<file path="src/rtl/fp_mult_result_fifo.sv">
// Result buffer behind the pipelined FP multiplier.
// Holds z/status pairs until the consumer takes them, hands out issue credits
// so every launched operation has a reserved slot, and keeps sticky exception
// flags, a saturating result count and sticky protocol-error bits.
module fp_mult_result_fifo #(
  parameter int DEPTH = 4,
  parameter int CNT_W = 16
) (
  input  logic             clk,
  input  logic             rst,
  input  logic             issue,
  output logic             issue_ok,
  input  logic             in_valid,
  input  logic [31:0]      in_z,
  input  logic [7:0]       in_status,
  output logic             out_valid,
  input  logic             out_ready,
  output logic [31:0]      out_z,
  output logic [7:0]       out_status,
  output logic [7:0]       sticky,
  input  logic             clear_sticky,
  output logic [CNT_W-1:0] result_cnt,
  output logic [2:0]       err
);

  localparam int AW = $clog2(DEPTH);

  localparam logic [AW:0]      DEPTH_C  = (AW+1)'(DEPTH);
  localparam logic [AW:0]      OCC_ONE  = (AW+1)'(1);
  localparam logic [AW:0]      OCC_MAX  = {(AW+1){1'b1}};
  localparam logic [AW-1:0]    PTR_ONE  = AW'(1);
  localparam logic [CNT_W-1:0] CNT_ONE  = CNT_W'(1);
  localparam logic [CNT_W-1:0] CNT_MAX  = {CNT_W{1'b1}};

  // Storage: {z, status} per entry. Read is asynchronous so the head is
  // visible the cycle after it was written, with no extra output register.
  logic [39:0] mem_q [DEPTH];

  logic [AW-1:0]    wptr_q, wptr_d;
  logic [AW-1:0]    rptr_q, rptr_d;
  logic [AW:0]      count_q, count_d;
  logic [AW:0]      inflight_q, inflight_d;
  logic [7:0]       sticky_q, sticky_d;
  logic [CNT_W-1:0] cnt_q, cnt_d;
  logic [2:0]       err_q, err_d;

  logic            full;
  logic            push;
  logic            pop;
  logic            dropped;
  logic            spurious;
  logic            overrun;
  logic [AW+1:0]   reserved;

  // Handshake decode and next-state computation for every register.
  always_comb begin
    full      = (count_q == DEPTH_C);
    out_valid = (count_q != '0);
    pop       = out_valid && out_ready;
    // A full FIFO can still accept when the head leaves in the same cycle.
    push      = in_valid && (!full || pop);
    dropped   = in_valid && full && !pop;
    spurious  = in_valid && !issue && (inflight_q == '0);

    // Credits count both stored entries and results still inside the
    // multiplier; only registered state feeds this.
    reserved  = {1'b0, count_q} + {1'b0, inflight_q};
    issue_ok  = (reserved < {1'b0, DEPTH_C});
    overrun   = issue && !issue_ok;

    wptr_d = push ? (wptr_q + PTR_ONE) : wptr_q;
    rptr_d = pop  ? (rptr_q + PTR_ONE) : rptr_q;

    count_d = count_q;
    if (push && !pop) begin
      count_d = count_q + OCC_ONE;
    end else if (pop && !push) begin
      count_d = count_q - OCC_ONE;
    end

    // Overrun issues keep counting; hold at the top rather than wrapping.
    inflight_d = inflight_q;
    if (issue && !in_valid) begin
      if (inflight_q != OCC_MAX) begin
        inflight_d = inflight_q + OCC_ONE;
      end
    end else if (in_valid && !issue && (inflight_q != '0)) begin
      inflight_d = inflight_q - OCC_ONE;
    end

    // Clearing wins over a coinciding push or error event.
    if (clear_sticky) begin
      sticky_d = '0;
      cnt_d    = '0;
      err_d    = '0;
    end else begin
      sticky_d = push ? (sticky_q | in_status) : sticky_q;
      cnt_d    = (push && (cnt_q != CNT_MAX)) ? (cnt_q + CNT_ONE) : cnt_q;
      err_d    = err_q | {spurious, dropped, overrun};
    end

    {out_z, out_status} = mem_q[rptr_q];
    sticky     = sticky_q;
    result_cnt = cnt_q;
    err        = err_q;
  end

  // Control and status registers with synchronous reset.
  always_ff @(posedge clk) begin
    if (rst) begin
      wptr_q     <= '0;
      rptr_q     <= '0;
      count_q    <= '0;
      inflight_q <= '0;
      sticky_q   <= '0;
      cnt_q      <= '0;
      err_q      <= '0;
    end else begin
      wptr_q     <= wptr_d;
      rptr_q     <= rptr_d;
      count_q    <= count_d;
      inflight_q <= inflight_d;
      sticky_q   <= sticky_d;
      cnt_q      <= cnt_d;
      err_q      <= err_d;
    end
  end

  // Entry write; the array carries no reset so it maps onto RAM.
  always_ff @(posedge clk) begin
    if (push && !rst) begin
      mem_q[wptr_q] <= {in_z, in_status};
    end
  end

endmodule

</file>
<file path="config.mk">
export PLATFORM = sky130hd
export DESIGN_NAME = fp_mult_result_fifo
export DESIGN_NICKNAME = d
export VERILOG_FILES = /design/src/rtl/fp_mult_result_fifo.sv
export SDC_FILE = /design/constraint.sdc
export NUM_CORES = 1
export LEC_CHECK = 0
export ABC_AREA = 0
export CAP_MARGIN = 40
export CORE_MARGIN = 1.5
export CORE_UTILIZATION = 48
export CTS_CLUSTER_SIZE = 8
export DETAILED_ROUTE_END_ITERATION = 7
export PLACE_DENSITY = 0.73
export SKIP_LAST_GASP = 1
export SLEW_MARGIN = 10
export SYNTH_ARGS = -nofsm -noshare
export SYNTH_HDL_FRONTEND = slang
export SYNTH_SLANG_ARGS = --single-unit
</file>
<file path="constraint.sdc">
create_clock -name clk -period 2.58 [get_ports clk]
set_input_delay 0.645 -clock clk [delete_from_list [all_inputs] [get_ports clk]]
set_output_delay 0.645 -clock clk [all_outputs]
set_load 0.01 [all_outputs]
</file>
* Yosys cells after proc, flatten, opt, wreduce, memory -nomap -nowiden
Memories as Yosys holds them, arrays and structs flattened. A register that Yosys moved wholly into a read port is not among the register bits.
Cells that the tools add are included.
** Word-level totals
- Memories kept :: 1
- Output and inout port bits :: 69
- RAM bits :: 160
- Logic and storage cells :: 60
- Register bits :: 37
** Memories
- mem_q :: depth 4, bits a word 40, rd ports 1, clocked after memory_dff 1, wr ports 1, RTL line 37 : logic [39:0] mem_q [DEPTH];
** Cells by class
- Bitwise logic cells :: 2
- Muxes and demuxes :: 9
- $lt $le $gt $ge :: 1
- Add/subtract/negate cells :: 8
- Reductions and logical operators :: 28
- Equal/unequal tests :: 4
** Operator list (count)
- 16-bit by 1-bit adder with 16-bit output, second input constant :: 1
- 16-bit inequality test, second input constant :: 1
- 3-bit 2-to-1 mux :: 5
- 1-bit logical AND :: 13
- 8-bit bitwise OR :: 1
- 1-bit zero test :: 7
- 3-bit by 1-bit adder with 3-bit output, second input constant :: 2
- 3-bit nonzero test :: 2
- 3-bit by 1-bit subtractor with 3-bit output, second input constant :: 2
- 2-bit by 1-bit adder with 2-bit output, second input constant :: 2
- 3-bit by 3-bit adder with 4-bit output :: 1
- 4-bit by 3-bit less-than comparator with 1-bit output, second input constant :: 1
- 2-bit 2-to-1 mux :: 2
- 2-bit nonzero test :: 2
- 3-bit equality test, second input constant :: 1
- 3-bit zero test :: 1
- 3-bit inequality test, second input constant :: 1
- 3-bit bitwise OR :: 1
- 1-bit 2-to-1 mux :: 2
- 2-bit by 1-bit inequality test with 1-bit output, second input constant :: 1
- 2-bit AND reduction :: 1
- 2-bit OR reduction :: 1
- 1-bit logical OR :: 1

* Longest topological paths before layout
- Word-level depth :: 8
- Depth in mapped cells :: 11
- Depth with buffers taken out :: 9

* Least setup slack after synthesis
OpenSTA, ideal clock, no wires.
- Path kind :: input -> register
- Start point :: in out_ready
- End point :: reg count_q[2]
- Library setup time :: 0.071 ns
- Stages on the path :: 11
- Slack :: -0.181 ns
- Data arrival time :: 2.691 ns
- Buffers on the path :: 2
- Cells stage by stage :: or4b_2 -> nand2_1 -> buf_4 -> inv_1 -> buf_2 -> ha_1 -> inv_1 -> fa_1 -> xor2_1 -> or3_1 -> a21oi_1
** On the way
- Word-level cells in the longest chain between the ends :: 6
** Ends and longest elaborated chain
- start: declaration :: RTL line 17 : input logic out_ready,
- 1-bit logical AND * :: RTL line 59 : pop = out_valid && out_ready;
- 1-bit logical OR * :: RTL line 61 : push = in_valid && (!full || pop);
- 1-bit logical AND * :: RTL line 61
- named net push :: RTL line 48 : logic push;
- 1-bit zero test :: RTL line 77 : end else if (pop && !push) begin
- 1-bit logical AND :: RTL line 77
- 2-bit nonzero test (no source line)
- end signal: assignment :: RTL line 121 : count_q <= count_d;
- end: declaration :: RTL line 41 : logic [AW:0] count_q, count_d;
Mark *: on every way through the listed nets, which the timed path passes. The rest lies on a longest branch.
A chain may end at the register's enable or synchronous reset.

==> flow_metrics.tcl <==
set metrics [dict create \
    outcome "finished, violations left" \
    violations "setup timing" \
    ys_seq_elements 199 \
    grt_setup_unrepaired "true" \
    vias 4320 \
    ys.flop_type "edfxtp_1" \
    die_w_um 129 \
    grt_pass1_vias 4385 \
    wl_per_cell_um 18.9 \
    p_per_area_nw_per_um2 847 \
    seq_power_share_pct 44.4 \
    worstPathMaxFanout 10 \
    antenna_left 0 \
    die-area_um2 16600 \
    synth.area.top_cells "edfxtp_1 63%, mux4_2 12%, dfxtp_1 10%" \
    ir_worst_vdd_uv 512 \
    worst_pin_slew_ns 0.737 \
    finClkSkew_ns 0.00672 \
    dp_slack_ns -0.193 \
    synthMostInstantiatedCell "edfxtp_1" \
    grtUsageTotal_pct 18.8 \
    syn-num-nets 474 \
    cts_tree "yes" \
    synth_cell_types 41 \
    fmax_mhz 373 \
    clk_latency_ns 0.43 \
    final_cell_count_no_fill 795 \
    numCtsBuffers 17 \
    initial_utilization_pct 49.5 \
    layout-drive-gt1-share_pct 21.6 \
    p_comb_share_pct 25.0 \
    power.total_w 0.00849 \
    io_buffer_count 114 \
    gp_congestion 0.749 \
    yosys_warnings 0 \
    grt_overflow 0 \
    synthCells 418 \
    die_height_um 129 \
    grt_max_degree 32 \
    intPower_w 0.00638 \
    leakagePower_nw 3.57 \
    finalSetupViolCount 11 \
    drt_iter0_drc 272 \
    endpoint_kind "output pin" \
    slowest_delay_ns 0.52 \
    async_flop_share_pct 0 \
    ios 115 \
    drt_pre_antenna_iters 4 \
    cts_root_buf "clkbuf_16" \
    grt_pass1_wl_mm 22.8 \
    hp-class "flop to flop" \
    rows 45 \
    seq_area_frac_synth_pct 73.7 \
    fillerInstances 1089 \
    worst_hold_slack_ns 0.466 \
    synth_area_leader_cell "edfxtp_1" \
    synth_top_cell_area_share_pct 63.4 \
    placed_area_um2 9210 \
    drc 0 \
    drv_cap 0 \
    max_slew_margin_pct 50.5 \
    antenna_found_initial 0 \
    routed_wl_mm 15.0 \
    clkPwrFrac_pct 30.7 \
    final_hold_viol_count 0 \
    start_kind "flop" \
    crit_required_ns 1.93 \
    hold_buffers 0 \
    vias_per_cell 5.43 \
    power_switching_w 0.00210 \
    clk_path_buf_depth 2 \
    arrival_ns 2.04 \
    ys_top_cells_by_count "160 x edfxtp_1, 40 x mux4_2, 39 x dfxtp_1" \
    cp_cell_sequence "buf_12 > mux4_2 > clkdlybuf4s50_1" \
    synth_edf_count 160 \
    coreArea_um2 15300 \
    timing.final.ws_setup_ns -0.101 \
    cts_max_level 4 \
    drv_slew 0 \
    dp_hpwl_mm 9.52 \
    path_buf_inv 2 \
    fin_crit_sh_pct 104 \
    dp.cells 751 \
    antenna_cells 0 \
    postSynthAreaPerCell_um2 18.1 \
    cp_top_family "buffers and inverters" \
    area_delta_synth_final_pct 32.1 \
    final_cell_area_um2 10000 \
    nNetsFinal 627 \
    switching_share_pct 24.8 \
    cts.reportedPaths.clkPinSlew_ns 0.07 \
    critPathSlowestCell "mux4_2" \
    clock_sinks 199 \
    worst-setup-path-type "flop to output pin" \
    netlist_area_um2 7580 \
    min_period_ns 2.68 \
]
## placed cells by master, fill, tap and decap left out, drive strengths merged, types with 2 or more instances in the layout
master / count
xnor2: 3
fa: 2
mux2i: 4
or2: 2
nor3: 2
clkdlybuf4s50: 80
a31oi: 2
edfxtp: 160
nand4: 5
or3: 7
mux4: 40
buf: 36
clkbuf: 25
o31ai: 6
dlymetal6s2s: 32
a21oi: 23
nor2: 23
nand2: 14
inv: 9
o21ai: 6
nand3: 6
clkinv: 4
xor2: 4
dlygate4sd2: 2
o21a: 2
ha: 8
nor4: 5
and2: 5
dfxtp: 39
nand2b: 4
or4: 9
clkinvlp: 2
and3: 4
## cell families after synthesis
| group | Yosys count | share of synthesized area (%) |
|---|---|---|
| AO/OA/AOI/OAI | 46 | 3.66 |
| XOR/XNOR | 7 | 0.808 |
| adder cells (fa/ha/maj) | 10 | 1.85 |
| buffers and inverters | 24 | 1.34 |
| flip-flops | 199 | 73.7 |
| multiplexers | 44 | 12.4 |
| AND/OR/NAND/NOR | 88 | 6.29 |
## final cells by class
class                      count  area (um2)  share of cell area, %
timing repair buffer         151        1620                   16.2
clock inverter                 8        53.8                  0.537
multi-input combinational    195        1920                   19.1
tap                          211         264                   2.63
clock buffer                  24         547                   5.46
sequential                   199        5590                   55.8
inverter                       7        26.3                  0.262
## state kept, by name, summed over array words and instances (netlist names), named ones only
name        cells
count_q         3
err             3
inflight_q      3
mem_q         160
result_cnt     16
rptr_q          2
sticky          8
wptr_q          2
## power by group through the flow
stage	clock [W]	sequential [W]	combinational [W]
5_1_grt	0.00277	0.00378	0.00228
3_3_place_gp	0	0.00381	0.00199
2_1_floorplan	0	0.00380	0.00108
6_report	0.00260	0.00377	0.00212
4_1_cts	0.00265	0.00375	0.00202
3_5_place_dp	0	0.00382	0.00202
## stage by stage
stage               TNS [ns]  util, %
floorplan                  0        -
global placement       -3.97     60.1
detailed placement     -9.70     60.1
CTS                    -7.26     64.0
global route           -1.56     65.4
finish                -0.659     65.4
## path summary, 6_finish.rpt
| kind | startpoint | end | slack [ns] | cells after the start |
|---|---|---|---|---|
| worst max-delay path | flop | out_z[4] | -0.10 | 3 |
| worst min-delay path | err[0] | err[0] | 0.47 | 2 |
| worst max register to register | count_q[1] | count_q[2] | 0.30 | 9 |
| worst min register to register | err[0] | err[0] | 0.47 | 2 |
## worst register-to-register path, cell delays in order (launching register included)
cell	delay (ns)
dfxtp_1	0.32
buf_4	0.15
or3_1	0.36
nand2_1	0.13
ha_2	0.19
inv_1	0.05
fa_1	0.37
xor2_1	0.17
or3_1	0.31
a21oi_1	0.16
## routing by layer
metal	global-route usage, %	vias to the layer above	wire length, um
li1	-	1981	-
met1	24.0	2192	6520
met2	31.7	134	7560
met3	4.24	13	738
met4	6.94	0	180
met5	0	-	0
## timing repair
action                     4_1_cts  5_1_grt
gates resized for setup          2       39
cloned                           0        2
hold endpoints to repair         0        0
buffers inserted                 0       10
setup endpoints to repair       41       40
pin swaps                        0        0
(Power assumes the default switching activity.)
